===== config.mk =====
export PLATFORM = sky130hd
export DESIGN_NAME = chip_test_sequencer_flat
export DESIGN_NICKNAME = d
export VERILOG_FILES = /design/src/rtl/chip_test_sequencer_if.sv /design/src/rtl/chip_test_sequencer.sv /design/src/flat_wrapper.sv
export SDC_FILE = /design/constraint.sdc
export NUM_CORES = 1
export LEC_CHECK = 0
export BUFFER_PORTS_ARGS = -buffer_cell sky130_fd_sc_hd__buf_2
export CAP_MARGIN = 20
export CELL_PAD_IN_SITES_DETAIL_PLACEMENT = 0
export CELL_PAD_IN_SITES_GLOBAL_PLACEMENT = 1
export CORE_MARGIN = 2
export CORE_UTILIZATION = 42
export DETAILED_ROUTE_END_ITERATION = 12
export PLACE_DENSITY = 0.91
export SLEW_MARGIN = 20
export SYNTH_ARGS = -nofsm -noshare
export SYNTH_HDL_FRONTEND = slang
export SYNTH_SLANG_ARGS = --single-unit
export TNS_END_PERCENT = 100

===== constraint.sdc =====
create_clock -name Clk -period 3.5 [get_ports Clk]
set_clock_uncertainty 0.2 [all_clocks]
set_input_delay 0.7 -clock Clk [delete_from_list [all_inputs] [get_ports Clk]]
set_output_delay 0.7 -clock Clk [all_outputs]
set_load 0.05 [all_outputs]

===== src/rtl/chip_test_sequencer_if.sv =====
// Tester bank bus: shared reset, one-hot Run, per-tester Done/RSLT.
// The sequencer is the master; the tester bank is the slave.
interface chip_test_sequencer_if #(
   parameter int NUM_CHIPS = 8
);
   logic                 Tst_Reset;
   logic [NUM_CHIPS-1:0] Tst_Run;
   logic [NUM_CHIPS-1:0] Tst_Done;
   logic [NUM_CHIPS-1:0] Tst_Rslt;

   modport master (
      output Tst_Reset,
      output Tst_Run,
      input  Tst_Done,
      input  Tst_Rslt
   );

   modport slave (
      input  Tst_Reset,
      input  Tst_Run,
      output Tst_Done,
      output Tst_Rslt
   );
endinterface


===== src/rtl/chip_test_sequencer.sv =====
// Chip tester sequencer: reset, run N times, time out hung runs,
// and report an aggregate verdict with pass/fail counts.
module chip_test_sequencer #(
   parameter int NUM_CHIPS = 8,
   parameter int SEL_W     = 3,
   parameter int CNT_W     = 8,
   parameter int TIMEOUT   = 65536,
   parameter int RST_CYC   = 2
) (
   input  logic                 Clk,
   input  logic                 Reset,
   input  logic                 Start,
   input  logic [SEL_W-1:0]     Sel,
   input  logic [CNT_W-1:0]     Reps,
   chip_test_sequencer_if.master tst,
   output logic                 Busy,
   output logic                 Done,
   output logic                 Pass,
   output logic                 Timeout,
   output logic                 Bad_Sel,
   output logic [CNT_W-1:0]     Pass_Cnt,
   output logic [CNT_W-1:0]     Fail_Cnt
);

   localparam int TMR_W = (TIMEOUT > 2) ? $clog2(TIMEOUT) : 1;
   localparam int RC_W  = (RST_CYC > 2) ? $clog2(RST_CYC) : 1;

   typedef enum logic [1:0] {
      IDLE,
      CLR,
      RUN,
      FIN
   } state_t;

   state_t               state;
   logic                 start_q;
   logic                 start_p;
   logic [SEL_W-1:0]     sel_q;
   logic [CNT_W-1:0]     reps_q;
   logic [CNT_W-1:0]     run_cnt;
   logic [TMR_W-1:0]     tmr;
   logic [RC_W-1:0]      rcnt;

   logic [NUM_CHIPS-1:0] sel_mask;
   logic [NUM_CHIPS-1:0] new_mask;
   logic                 done_sel;
   logic                 rslt_sel;
   logic                 bad_new;
   logic [CNT_W-1:0]     reps_eff;
   logic [CNT_W-1:0]     pass_nx;
   logic [CNT_W-1:0]     fail_nx;
   logic [CNT_W-1:0]     fail_sat;
   logic                 last_run;
   logic                 tmr_end;

   // Selected-tester decode, effective reps and next counter values
   always_comb begin
      sel_mask = {{(NUM_CHIPS-1){1'b0}}, 1'b1} << sel_q;
      new_mask = {{(NUM_CHIPS-1){1'b0}}, 1'b1} << Sel;
      done_sel = |(tst.Tst_Done & sel_mask);
      rslt_sel = |(tst.Tst_Rslt & sel_mask);
      bad_new  = 32'(Sel) >= NUM_CHIPS;
      reps_eff = (reps_q == '0) ? CNT_W'(1) : reps_q;
      pass_nx  = Pass_Cnt;
      fail_nx  = Fail_Cnt;
      fail_sat = (Fail_Cnt != '1) ? Fail_Cnt + 1'b1 : Fail_Cnt;
      if (rslt_sel) begin
         if (Pass_Cnt != '1)
            pass_nx = Pass_Cnt + 1'b1;
      end else begin
         fail_nx = fail_sat;
      end
      last_run = (run_cnt + 1'b1) == reps_eff;
      tmr_end  = tmr == TMR_W'(TIMEOUT - 1);
   end

   // Start edge detect, batch FSM and all registered outputs
   always_ff @(posedge Clk) begin
      if (Reset) begin
         state         <= IDLE;
         start_q       <= 1'b0;
         start_p       <= 1'b0;
         sel_q         <= '0;
         reps_q        <= '0;
         run_cnt       <= '0;
         tmr           <= '0;
         rcnt          <= '0;
         Busy          <= 1'b0;
         Done          <= 1'b0;
         Pass          <= 1'b0;
         Timeout       <= 1'b0;
         Bad_Sel       <= 1'b0;
         Pass_Cnt      <= '0;
         Fail_Cnt      <= '0;
         tst.Tst_Reset <= 1'b1;
         tst.Tst_Run   <= '0;
      end else begin
         start_q <= Start;
         start_p <= Start & ~start_q;
         unique case (state)
            IDLE, FIN: begin
               tst.Tst_Reset <= 1'b0;
               tst.Tst_Run   <= '0;
               if (start_p) begin
                  sel_q    <= Sel;
                  reps_q   <= Reps;
                  run_cnt  <= '0;
                  tmr      <= '0;
                  rcnt     <= '0;
                  Pass_Cnt <= '0;
                  Fail_Cnt <= '0;
                  Timeout  <= 1'b0;
                  Pass     <= 1'b0;
                  if (bad_new) begin
                     state   <= FIN;
                     Bad_Sel <= 1'b1;
                     Done    <= 1'b1;
                     Busy    <= 1'b0;
                  end else begin
                     state         <= CLR;
                     Bad_Sel       <= 1'b0;
                     Done          <= 1'b0;
                     Busy          <= 1'b1;
                     tst.Tst_Reset <= 1'b1;
                  end
               end
            end
            CLR: begin
               if (rcnt == RC_W'(RST_CYC - 1)) begin
                  state         <= RUN;
                  tmr           <= '0;
                  tst.Tst_Reset <= 1'b0;
                  tst.Tst_Run   <= sel_mask;
               end else begin
                  rcnt <= rcnt + 1'b1;
               end
            end
            RUN: begin
               if (done_sel) begin
                  Pass_Cnt    <= pass_nx;
                  Fail_Cnt    <= fail_nx;
                  run_cnt     <= run_cnt + 1'b1;
                  tst.Tst_Run <= '0;
                  if (last_run) begin
                     state <= FIN;
                     Busy  <= 1'b0;
                     Done  <= 1'b1;
                     Pass  <= (fail_nx == '0) && (pass_nx == reps_eff);
                  end else begin
                     state         <= CLR;
                     rcnt          <= '0;
                     tst.Tst_Reset <= 1'b1;
                  end
               end else if (tmr_end) begin
                  state       <= FIN;
                  Fail_Cnt    <= fail_sat;
                  Timeout     <= 1'b1;
                  Busy        <= 1'b0;
                  Done        <= 1'b1;
                  Pass        <= 1'b0;
                  tst.Tst_Run <= '0;
               end else begin
                  tmr <= tmr + 1'b1;
               end
            end
            default: state <= IDLE;
         endcase
      end
   end

endmodule


===== src/flat_wrapper.sv =====
// flat-port wrapper written by rule: the top's interface ports become plain ports
module chip_test_sequencer_flat 
#(
   parameter int NUM_CHIPS = 8,
   parameter int SEL_W     = 3,
   parameter int CNT_W     = 8,
   parameter int TIMEOUT   = 65536,
   parameter int RST_CYC   = 2
)
  (Clk, Reset, Start, Sel, Reps, Busy, Done, Pass, Timeout, Bad_Sel, Pass_Cnt, Fail_Cnt, tst_Tst_Reset, tst_Tst_Run, tst_Tst_Done, tst_Tst_Rslt);
  chip_test_sequencer_if #(.NUM_CHIPS(NUM_CHIPS)) tst_i ();
  input  logic Clk;
  input  logic Reset;
  input  logic Start;
  input  logic [SEL_W-1:0] Sel;
  input  logic [CNT_W-1:0] Reps;
  output logic Busy;
  output logic Done;
  output logic Pass;
  output logic Timeout;
  output logic Bad_Sel;
  output logic [CNT_W-1:0] Pass_Cnt;
  output logic [CNT_W-1:0] Fail_Cnt;
  output wire logic [$bits(tst_i.Tst_Reset)-1:0] tst_Tst_Reset;
  output wire logic [$bits(tst_i.Tst_Run)-1:0] tst_Tst_Run;
  input wire logic [$bits(tst_i.Tst_Done)-1:0] tst_Tst_Done;
  input wire logic [$bits(tst_i.Tst_Rslt)-1:0] tst_Tst_Rslt;
  assign tst_Tst_Reset = tst_i.Tst_Reset;
  assign tst_Tst_Run = tst_i.Tst_Run;
  assign tst_i.Tst_Done = tst_Tst_Done;
  assign tst_i.Tst_Rslt = tst_Tst_Rslt;
  chip_test_sequencer #(.NUM_CHIPS(NUM_CHIPS), .SEL_W(SEL_W), .CNT_W(CNT_W), .TIMEOUT(TIMEOUT), .RST_CYC(RST_CYC)) u_core (.Clk(Clk), .Reset(Reset), .Start(Start), .Sel(Sel), .Reps(Reps), .tst(tst_i), .Busy(Busy), .Done(Done), .Pass(Pass), .Timeout(Timeout), .Bad_Sel(Bad_Sel), .Pass_Cnt(Pass_Cnt), .Fail_Cnt(Fail_Cnt));
endmodule

==> impl_metrics.env <==
export IMPL_regToRegEndpoint="u_core.tmr[10]"
export IMPL_layout_drive_gt1_share_pct=15.86
export IMPL_worstSetupEndpointType="register"
export IMPL_worstSetupStartpoint="u_core.sel_q[1]"
export IMPL_die_area_um2=10390
export IMPL_cts_resized=0
export IMPL_synth_top_family_by_area="simple AND/OR/NAND/NOR gates"
export IMPL_p_leak_nw=1.705
export IMPL_cts_hold_fix_buffers=0
export IMPL_fin_ws_ns=0.4364
export IMPL_synth_enable_flop_cells=0
export IMPL_nets=593
export IMPL_grt_first_pass_wirelength_mm=17.07
export IMPL_ys_flop_type="dfxtp_1"
export IMPL_vdd_drop_max_uv=271.7
export IMPL_clkSinkCount=69
export IMPL_synthXorXnorAreaFrac_pct=5.656
export IMPL_synthMuxAreaShare_pct=5.718
export IMPL_worst_ep_arrival_time_ns=3.14
export IMPL_hold_end="u_core.start_p"
export IMPL_synth_cells=512
export IMPL_synth_ff_latch_count=69
export IMPL_grt_max_degree=56
export IMPL_n_fill_cell=938
export IMPL_ff2ff_setup_slack_ns=0.44
export IMPL_p_seq_share_pct=40.8
export IMPL_numPortBuffers=58
export IMPL_firstDrtPassIters=4
export IMPL_switching_share_pct=38.62
export IMPL_antenna_found_initial=0
export IMPL_met1_usage_pct=27.12
export IMPL_reg2regPathDepth=6
export IMPL_dpl_hpwl_mm=7.438
export IMPL_final_util_pct=49.07
export IMPL_slew_headroom_pct=47.17
export IMPL_syn_to_final_growth_pct=13.14
export IMPL_fin_crit_sh_pct=87.53
export IMPL_synth_cell_type_count=59
export IMPL_r2r_start="u_core.sel_q[1]"
export IMPL_core_area_um2=9284
export IMPL_drc=0
export IMPL_pwr_share_clk_pct=27.5
export IMPL_first_iter_violations=225
export IMPL_vias_per_cell=5.694
export IMPL_postPlaceCellArea_um2=4388
export IMPL_timing_setup_tns_ns=0
export IMPL_tightest_slew_ns=0.7854
export IMPL_powerDensity_nw_per_um2=462.6
export IMPL_track_usage_pct=20.42
export IMPL_cts_tree="yes"
export IMPL_io_pins=60
export IMPL_place_congestion=0.8641
export IMPL_grtUsageMet2_pct=33.30
export IMPL_max_cap_viol_count=0
export IMPL_async_flop_share_pct=0
export IMPL_num_vias=3929
export IMPL_p_int_mw=1.293
export IMPL_final_area_um2=4556
export IMPL_synth_adder_area_share_pct=2.175
export IMPL_holdCritStartpoint="u_core.start_q"
export IMPL_die_w_um=101.9
export IMPL_grt_pass1_vias=3762
export IMPL_syn_avg_cell_area_um2=7.864
export IMPL_die_h_um=101.9
export IMPL_grt_busiest_layer="met2"
export IMPL_start_kind="register"
export IMPL_grt_use_met3_pct=3.488
export IMPL_finalSetupViolations=0
export IMPL_slew_violations=0
export IMPL_crit_type="register to register"
export IMPL_hp_class="register to register"
export IMPL_clk_latency_ns=0.35
export IMPL_ant_nets=0
export IMPL_rows=35
export IMPL_synth_compound_area_share_pct=19.11
export IMPL_power_switching_uw=813.9
export IMPL_cts_root_buf="clkbuf_8"
export IMPL_netlist_area_um2=4026
export IMPL_grt_setup_unrepaired="false"
export IMPL_wl_mm=10.32
export IMPL_worstHoldPathCells=1
export IMPL_crit_fanout=10
export IMPL_crit_required_ns=3.58
export IMPL_postCtsSetupBuffers=0
export IMPL_wire_per_inst_um=14.95
export IMPL_h_tree_depth=3
export IMPL_floorplan_initialDensity_pct=43.37
export IMPL_clk_path_buf_depth=2
export IMPL_n_antenna_cell=0
export IMPL_cts_buffers=9
export IMPL_dp_slack_ns=0.3189
export IMPL_ys_seq_area_share_pct=34.31
export IMPL_combPwrFrac_pct=31.8
export IMPL_period_needed_ns=3.064
export IMPL_hold_viol=0
export IMPL_path_clk_slew_ns=0.08
export IMPL_status="finished, final reports clean"
export IMPL_yosys_area_share_simple_pct=28.74
export IMPL_synth_nets=549
export IMPL_yosys_warnings=0
export IMPL_grt_ovfl_total=0
export IMPL_clock_fmax_ghz=0.3264
==> through the flow <==
stage                     total power, mW  instances  hold WS (ns)
after floorplan                     1.366        512        0.1674
after global placement              1.523        674        0.1743
after detailed placement            1.538        674        0.1832
after CTS                           2.111        690        0.1948
after global routing                2.242        690        0.2294
final                               2.107        690        0.1915
==> layer usage <==
layer	wire, µm	up-vias
met3	582	13
met1	4886	1845
met4	144	0
met2	4704	122
li1	-	1949
met5	0	-
==> cell usage after synthesis (7+ instances only) <==
master / n / area [µm²]
o21ai_1: 7 / 35.03
or3_1: 10 / 62.56
xor2_1: 12 / 105.1
xnor2_1: 14 / 122.6
and3_1: 14 / 87.58
ha_1: 7 / 87.58
nand3_1: 18 / 90.09
nand4_1: 9 / 56.30
nor4_1: 7 / 43.79
nand2_1: 50 / 187.7
a21oi_1: 58 / 290.3
clkbuf_1: 25 / 93.84
o21ai_0: 18 / 90.09
nand2b_1: 7 / 43.79
nor2_1: 49 / 183.9
dfxtp_1: 69 / 1381
mux2i_1: 8 / 80.08
inv_1: 9 / 33.78
nor3_1: 23 / 115.1
==> flip-flops by register name, summed over array words and instances (netlist names) <==
signal,count
u_core.rcnt,1
u_core.run_cnt,8
u_core.Fail_Cnt,8
u_core.start_q,1
u_core.tst.Tst_Run,8
u_core.sel_q,3
u_core.Busy,1
u_core.Done,1
u_core.Pass,1
u_core.start_p,1
u_core.Pass_Cnt,8
u_core.Timeout,1
u_core.state,2
u_core.tst.Tst_Reset,1
u_core.tmr,16
u_core.reps_q,8
==> final cells by class <==
cell class	instances	area [µm²]	area share, %
Clock buffer	10	127.6	2.801
Clock inverter	6	40.04	0.8789
Inverter	9	33.78	0.7416
Multi-Input combinational cell	403	2476	54.35
Sequential cell	69	1381	30.32
Tap cell	129	161.4	3.543
Timing Repair Buffer	64	335.3	7.361
==> cell usage in the layout (no fill, tap or decap), types with 4 or more instances in the layout <==
cell,count
nand2_1,50
nand4_1,9
nor3_1,23
inv_1,9
and3_1,14
nand3b_1,4
mux2_1,4
nand4b_1,4
nor4_1,7
a22oi_1,5
nand2b_1,7
a211oi_1,6
o21ai_0,18
and2_1,6
a21oi_1,58
nand3_1,18
or4_1,6
a31oi_1,5
nor2_1,49
o21ai_1,7
buf_2,58
clkbuf_8,9
mux4_2,4
xor2_1,12
nor2b_1,5
or3_1,10
mux2i_1,8
ha_1,7
buf_4,6
dfxtp_1,69
xnor2_1,14
==> power groups by stage <==
stage          sequential [mW]  clock (mW)  combinational (mW)
2_1_floorplan            0.897           0               0.469
3_3_place_gp             0.875           0               0.648
3_5_place_dp             0.877           0               0.661
4_1_cts                  0.858       0.587               0.665
5_1_grt                  0.865       0.632               0.745
6_report                 0.859       0.579               0.669
==> kinds of logic (layout without fill, tap and decap cells) <==
kind of cell / count (synthesis) / count (layout)
AOI/OAI and AO/OA: 128 / 128
adders and majority gates: 7 / 7
muxes: 17 / 17
xor gates and xnor gates: 26 / 26
DFF: 69 / 69
and+or+nand+nor: 224 / 224
buffers and inverters: 40 / 89
other: 1 / 1
==> how the worst max path moves through the flow <==
stage	endpoint	depth (start not counted)	slack, ns
floorplan	u_core.tmr[10]	7	0.60
global placement	u_core.Pass	8	0.38
detailed placement	u_core.Pass	8	0.32
CTS	u_core.tmr[10]	6	0.42
global route	u_core.tmr[8]	6	0.26
finish	u_core.tmr[10]	6	0.44
==> worst max-delay path, stage by stage, from the launching register on <==
cell,delay (ns)
dfxtp_1,0.60
mux4_2,0.59
mux2_4,0.31
o21ai_2,0.19
or4b_1,0.60
or3_1,0.36
a21oi_1,0.15
(Power assumes the default switching activity.)
